--- src/rtl/keypad_mov.sv ---
// 4x4 matrix keypad scanner with per-direction debounce and opposing-key
// conflict resolution, producing the registered u/d/l/r movement vector.

module keypad_mov_deb #(
  parameter int DEB_FRAMES = 4
) (
  input  logic sys_clk,
  input  logic RST_N,
  input  logic frame_done,
  input  logic key,
  output logic db
);
  logic [3:0] cnt;

  // Any agreeing frame restarts the count, so only a sustained change flips db.
  always_ff @(posedge sys_clk or negedge RST_N) begin
    if (!RST_N) begin
      db  <= 1'b0;
      cnt <= '0;
    end else if (frame_done) begin
      if (key == db) begin
        cnt <= '0;
      end else if (cnt == 4'(DEB_FRAMES - 1)) begin
        db  <= key;
        cnt <= '0;
      end else begin
        cnt <= cnt + 4'd1;
      end
    end
  end
endmodule

module keypad_mov #(
  parameter int SCAN_DIV   = 50000,
  parameter int DEB_FRAMES = 4,
  parameter int KEY_UP     = 4,
  parameter int KEY_DOWN   = 6,
  parameter int KEY_LEFT   = 1,
  parameter int KEY_RIGHT  = 9
) (
  input  logic       sys_clk,
  input  logic       RST_N,
  input  logic [3:0] row_in,
  output logic [3:0] col_out,
  output logic [3:0] mov,
  output logic       mov_new
);
  localparam int DW = $clog2(SCAN_DIV);
  localparam logic [3:0][3:0] KEY_MAP = {4'(KEY_UP), 4'(KEY_DOWN), 4'(KEY_LEFT), 4'(KEY_RIGHT)};

  logic [3:0]    sync1, sync2;
  logic [DW-1:0] div_cnt;
  logic [1:0]    col;
  logic [15:0]   frame, frame_next;
  logic          tick, frame_done, upd_pend;
  logic [3:0]    db, res;

  // Rows are inverted on entry so the synchronizer resets to "not pressed".
  always_ff @(posedge sys_clk or negedge RST_N) begin
    if (!RST_N) begin
      sync1 <= '0;
      sync2 <= '0;
    end else begin
      sync1 <= ~row_in;
      sync2 <= sync1;
    end
  end

  assign tick       = (div_cnt == DW'(SCAN_DIV - 1));
  assign frame_done = tick && (col == 2'd3);
  // Debounce sees the complete frame including the column-3 rows being stored now.
  assign frame_next = {sync2, frame[11:0]};

  always_ff @(posedge sys_clk or negedge RST_N) begin
    if (!RST_N) begin
      div_cnt <= '0;
      col     <= '0;
      col_out <= 4'b1110;
      frame   <= '0;
    end else begin
      div_cnt <= tick ? '0 : div_cnt + DW'(1);
      if (tick) begin
        frame[{col, 2'b00} +: 4] <= sync2;
        col     <= col + 2'd1;
        col_out <= ~(4'b0001 << (col + 2'd1));
      end
    end
  end

  genvar d;
  generate
    for (d = 0; d < 4; d++) begin : g_deb
      keypad_mov_deb #(.DEB_FRAMES(DEB_FRAMES)) u_deb (
        .sys_clk    (sys_clk),
        .RST_N      (RST_N),
        .frame_done (frame_done),
        .key        (frame_next[KEY_MAP[d]]),
        .db         (db[d])
      );
    end
  endgenerate

  // Opposing keys on one axis cancel; the two axes resolve independently.
  assign res[3:2] = (db[3] & db[2]) ? 2'b00 : db[3:2];
  assign res[1:0] = (db[1] & db[0]) ? 2'b00 : db[1:0];

  always_ff @(posedge sys_clk or negedge RST_N) begin
    if (!RST_N) begin
      upd_pend <= 1'b0;
      mov      <= '0;
      mov_new  <= 1'b0;
    end else begin
      upd_pend <= frame_done;
      mov_new  <= 1'b0;
      if (upd_pend) begin
        mov     <= res;
        mov_new <= |(res & ~mov);
      end
    end
  end
endmodule

--- config.mk ---
export PLATFORM = sky130hd
export DESIGN_NAME = keypad_mov
export DESIGN_NICKNAME = d
export VERILOG_FILES = /design/src/rtl/keypad_mov.sv
export SDC_FILE = /design/constraint.sdc
export NUM_CORES = 1
export LEC_CHECK = 0
export BUFFER_PORTS_ARGS = -buffer_cell sky130_fd_sc_hd__buf_2
export CAP_MARGIN = 20
export CORE_UTILIZATION = 60
export CTS_BUF_LIST = sky130_fd_sc_hd__clkbuf_4 sky130_fd_sc_hd__clkbuf_8
export DETAILED_ROUTE_END_ITERATION = 10
export PLACE_DENSITY = 0.84
export SLEW_MARGIN = 30
export SYNTH_ARGS = -nofsm -noshare
export SYNTH_HDL_FRONTEND = slang
export SYNTH_SLANG_ARGS = --single-unit
--- constraint.sdc ---
create_clock -name sys_clk -period 3 [get_ports sys_clk]
set_input_delay 0.45 -clock sys_clk [delete_from_list [all_inputs] [get_ports sys_clk]]
set_output_delay 0.45 -clock sys_clk [all_outputs]
set_load 0.02 [all_outputs]
==> impl_metrics.json <==
{
  "clock_tree.root_cell": "clkbuf_8",
  "track_usage_pct": 24.3,
  "tns_ns": 0,
  "synth_edf_count": 0,
  "gr-usage-met1_pct": 29.6,
  "setup_violations": 0,
  "leakagePower_nw": 1.47,
  "postCtsResizedCells": 0,
  "first_pass_iters": 4,
  "drt_iter0_drc": 150,
  "synth_top_area_cell": "dfrtp_1",
  "synth.most_common_cell": "dfrtp_1",
  "netlist-cell-type-count": 42,
  "hold_path_class": "in2async",
  "cts_buffer_depth": 2,
  "grt.busiest_layer": "met2",
  "cap_violations": 0,
  "pre_cts_ws_ns": 0.481,
  "r2r_cells": 5,
  "rrSetupSlack_ns": 0.45,
  "syn_to_final_growth_pct": 13.4,
  "antenna_left": 0,
  "cellPowerDensity_mw_per_mm2": 517,
  "cellInternalPower_mw": 1.25,
  "grt_pass1_wl_um": 8840,
  "dieArea_mm2": 0.00479,
  "fmax_ghz": 0.393,
  "synth_nets": 260,
  "gp_congestion": 0.823,
  "cp-start-kind": "register",
  "crit_fanout": 11,
  "critical_path_arrival_ns": 2.79,
  "gr-total-overflow": 0,
  "use_met3_pct": 7.12,
  "synth_top_area_share_pct": 50.8,
  "p_sw_share_pct": 21.0,
  "slew_headroom_pct": 63.5,
  "power_switching_mw": 0.334,
  "hold_buffers": 0,
  "yosys_most_used_dff": "dfrtp_1",
  "synth_cells": 244,
  "fillers": 308,
  "p_seq_share_pct": 49.6,
  "path_clk_slew_ns": 0.07,
  "min_period_over_period_pct": 84.9,
  "fin_skew_ns": 0.0109,
  "crit_chain": "or4b_4 > or4_1 > buf_4 > or2_1 > o31ai_1",
  "r2r-start": "div_cnt[7]",
  "hold_violations": 0,
  "placed_area_mm2": 0.00285,
  "rsz0062_at_grt": "no",
  "wirelength_um": 5250,
  "slowest_stage": "or4_1",
  "fin_nets": 283,
  "syn_avg_cell_area_um2": 11.1,
  "min_period_ns": 2.55,
  "grt_max_degree": 41,
  "routed_via_density": 5.86,
  "die_w_um": 69.2,
  "critical_path_class": "reg2reg",
  "p_comb_share_pct": 1.2,
  "remaining_drc_errors": 0,
  "die_height_um": 69.2,
  "post_cts_buffers": 0,
  "layout-drive-gt1-share_pct": 16.2,
  "use_met2_pct": 38.5,
  "place_hpwl_um": 3340,
  "startpoint": "div_cnt[7]",
  "synth-async-reset-ratio_pct": 100,
  "core_mm2": 0.00435,
  "worst_slew_pin_slew_ns": 0.544,
  "stdcell_area_mm2": 0.00307,
  "synth_seq_cells": 58,
  "ys_seq_area_share_pct": 53.7,
  "rows": 24,
  "worstPathRequired_ns": 3.24,
  "synth_common_cells": "dfrtp_1 (55), nor2_1 (18), inv_1 (14)",
  "worst_slack_ns": 0.453,
  "initial_core_util_pct": 62.2,
  "grt_pass1_vias": 1873,
  "antenna_found_initial": 0,
  "cts_max_level": 3,
  "peakVddDrop_uv": 383,
  "wl_per_cell_um": 16.2,
  "portBuffers": 13,
  "clkSinkCount": 58,
  "diodes": 0,
  "power.share.clock_pct": 49.2,
  "pin_count": 15,
  "num_vias": 1900,
  "tritoncts": "done",
  "report.final.slew_viol_count": 0,
  "critPathMaxStageDelay_ns": 0.73,
  "ys.warnings.count": 0,
  "synth_area_leaders": "dfrtp_1 (51%), ha_1 (4.6%), xnor2_1 (3.9%)",
  "hold_slack_ns": 0.0361,
  "synth_area_mm2": 0.00271,
  "endpoint_kind": "register",
  "status": "finished, final reports clean",
  "clk_latency_ns": 0.34,
  "regToRegEndpoint": "g_deb[2].u_deb.cnt[3]",
  "cts_buffers": 9
}
## kinds of logic after synthesis
logic type / share of synthesized area (%)
compound gates: 8.08
fa+ha+maj: 4.62
simple gates: 20.6
xor+xnor: 5.50
flops: 53.7
mux: 4.48
buf+inv: 2.96
## metal layers
layer	wire (um)	vias up	share of wire, %
met1	2350	941	45
met4	123	0	2.3
met3	209	14	4.0
li1	-	903	-
met2	2570	42	49
met5	0	-	0
## final cells by class
type | instances | area (um^2) | share of cell area [%]
Clock inverter | 7 | 93.8 | 3.05
Multi-Input combinational cell | 166 | 1180 | 38.5
Inverter | 15 | 56.3 | 1.83
Tap cell | 52 | 65.1 | 2.12
Timing Repair Buffer | 17 | 95.1 | 3.10
Clock buffer | 9 | 124 | 4.03
Sequential cell | 58 | 1460 | 47.4
## worst max path at each step
| stage | endpoint | depth (start not counted) | slack, ns |
|---|---|---|---|
| 2_1_floorplan | g_deb[0].u_deb.cnt[0] | 5 | 0.83 |
| 3_3_place_gp | g_deb[2].u_deb.cnt[3] | 5 | 0.56 |
| 3_5_place_dp | g_deb[2].u_deb.cnt[3] | 5 | 0.48 |
| 4_1_cts | g_deb[2].u_deb.cnt[3] | 5 | 0.45 |
| 5_1_grt | g_deb[2].u_deb.cnt[3] | 5 | 0.37 |
| 6_report | g_deb[2].u_deb.cnt[3] | 5 | 0.45 |
## power by group through the flow
stage	registers (mW)	logic (mW)	clock network (mW)
floorplan	0.802	0.00112	0
global route	0.787	0.0227	0.825
finish	0.787	0.0191	0.782
detailed placement	0.802	0.0203	0
global placement	0.801	0.0199	0
CTS	0.787	0.0203	0.784
## layout by cell type (no fill, tap or decap), drive strengths merged, types with 3 or more instances in the layout
| master | count |
|---|---|
| mux2 | 9 |
| nand2 | 8 |
| dfrtp | 55 |
| xnor2 | 12 |
| ha | 10 |
| inv | 15 |
| nand4 | 5 |
| a21oi | 3 |
| dfstp | 3 |
| buf | 17 |
| clkbuf | 9 |
| nor2 | 18 |
| nor2b | 7 |
| nor3b | 9 |
| nand3b | 8 |
| or2 | 6 |
| nor3 | 3 |
| nor4 | 3 |
| clkinv | 3 |
| o31ai | 4 |
| and3 | 3 |
| o21ai | 18 |
| xor2 | 5 |
| o2bb2ai | 3 |
| a21o | 4 |
| nand3 | 13 |
## through the flow
step                      cells  total power [mW]  util [%]
after floorplan             244             0.803         -
after global placement      308             0.821      65.5
after detailed placement    308             0.822      65.5
after CTS                   324              1.59      70.5
after global routing        324              1.63      70.5
final                       324              1.59      70.5
## flip-flops by register name, indices dropped and copies added, names as in the netlist
register and flops:
frame 4, mov_new 1, col_out 4, sync1 3, sync2 3, mov 4, div_cnt 16, g_deb.u_deb.cnt 16
upd_pend 1, col 2, g_deb.u_deb.db 4
## critical path, delay by kind of cell, from the launching register on
kind	cells	cell delay, ns
AND/OR/NAND/NOR	3	1.54
flip-flops	1	0.42
AO/OA/AOI/OAI	1	0.21
buffers and inverters	1	0.27
No activity file was read; power rests on OpenSTA's default activity.
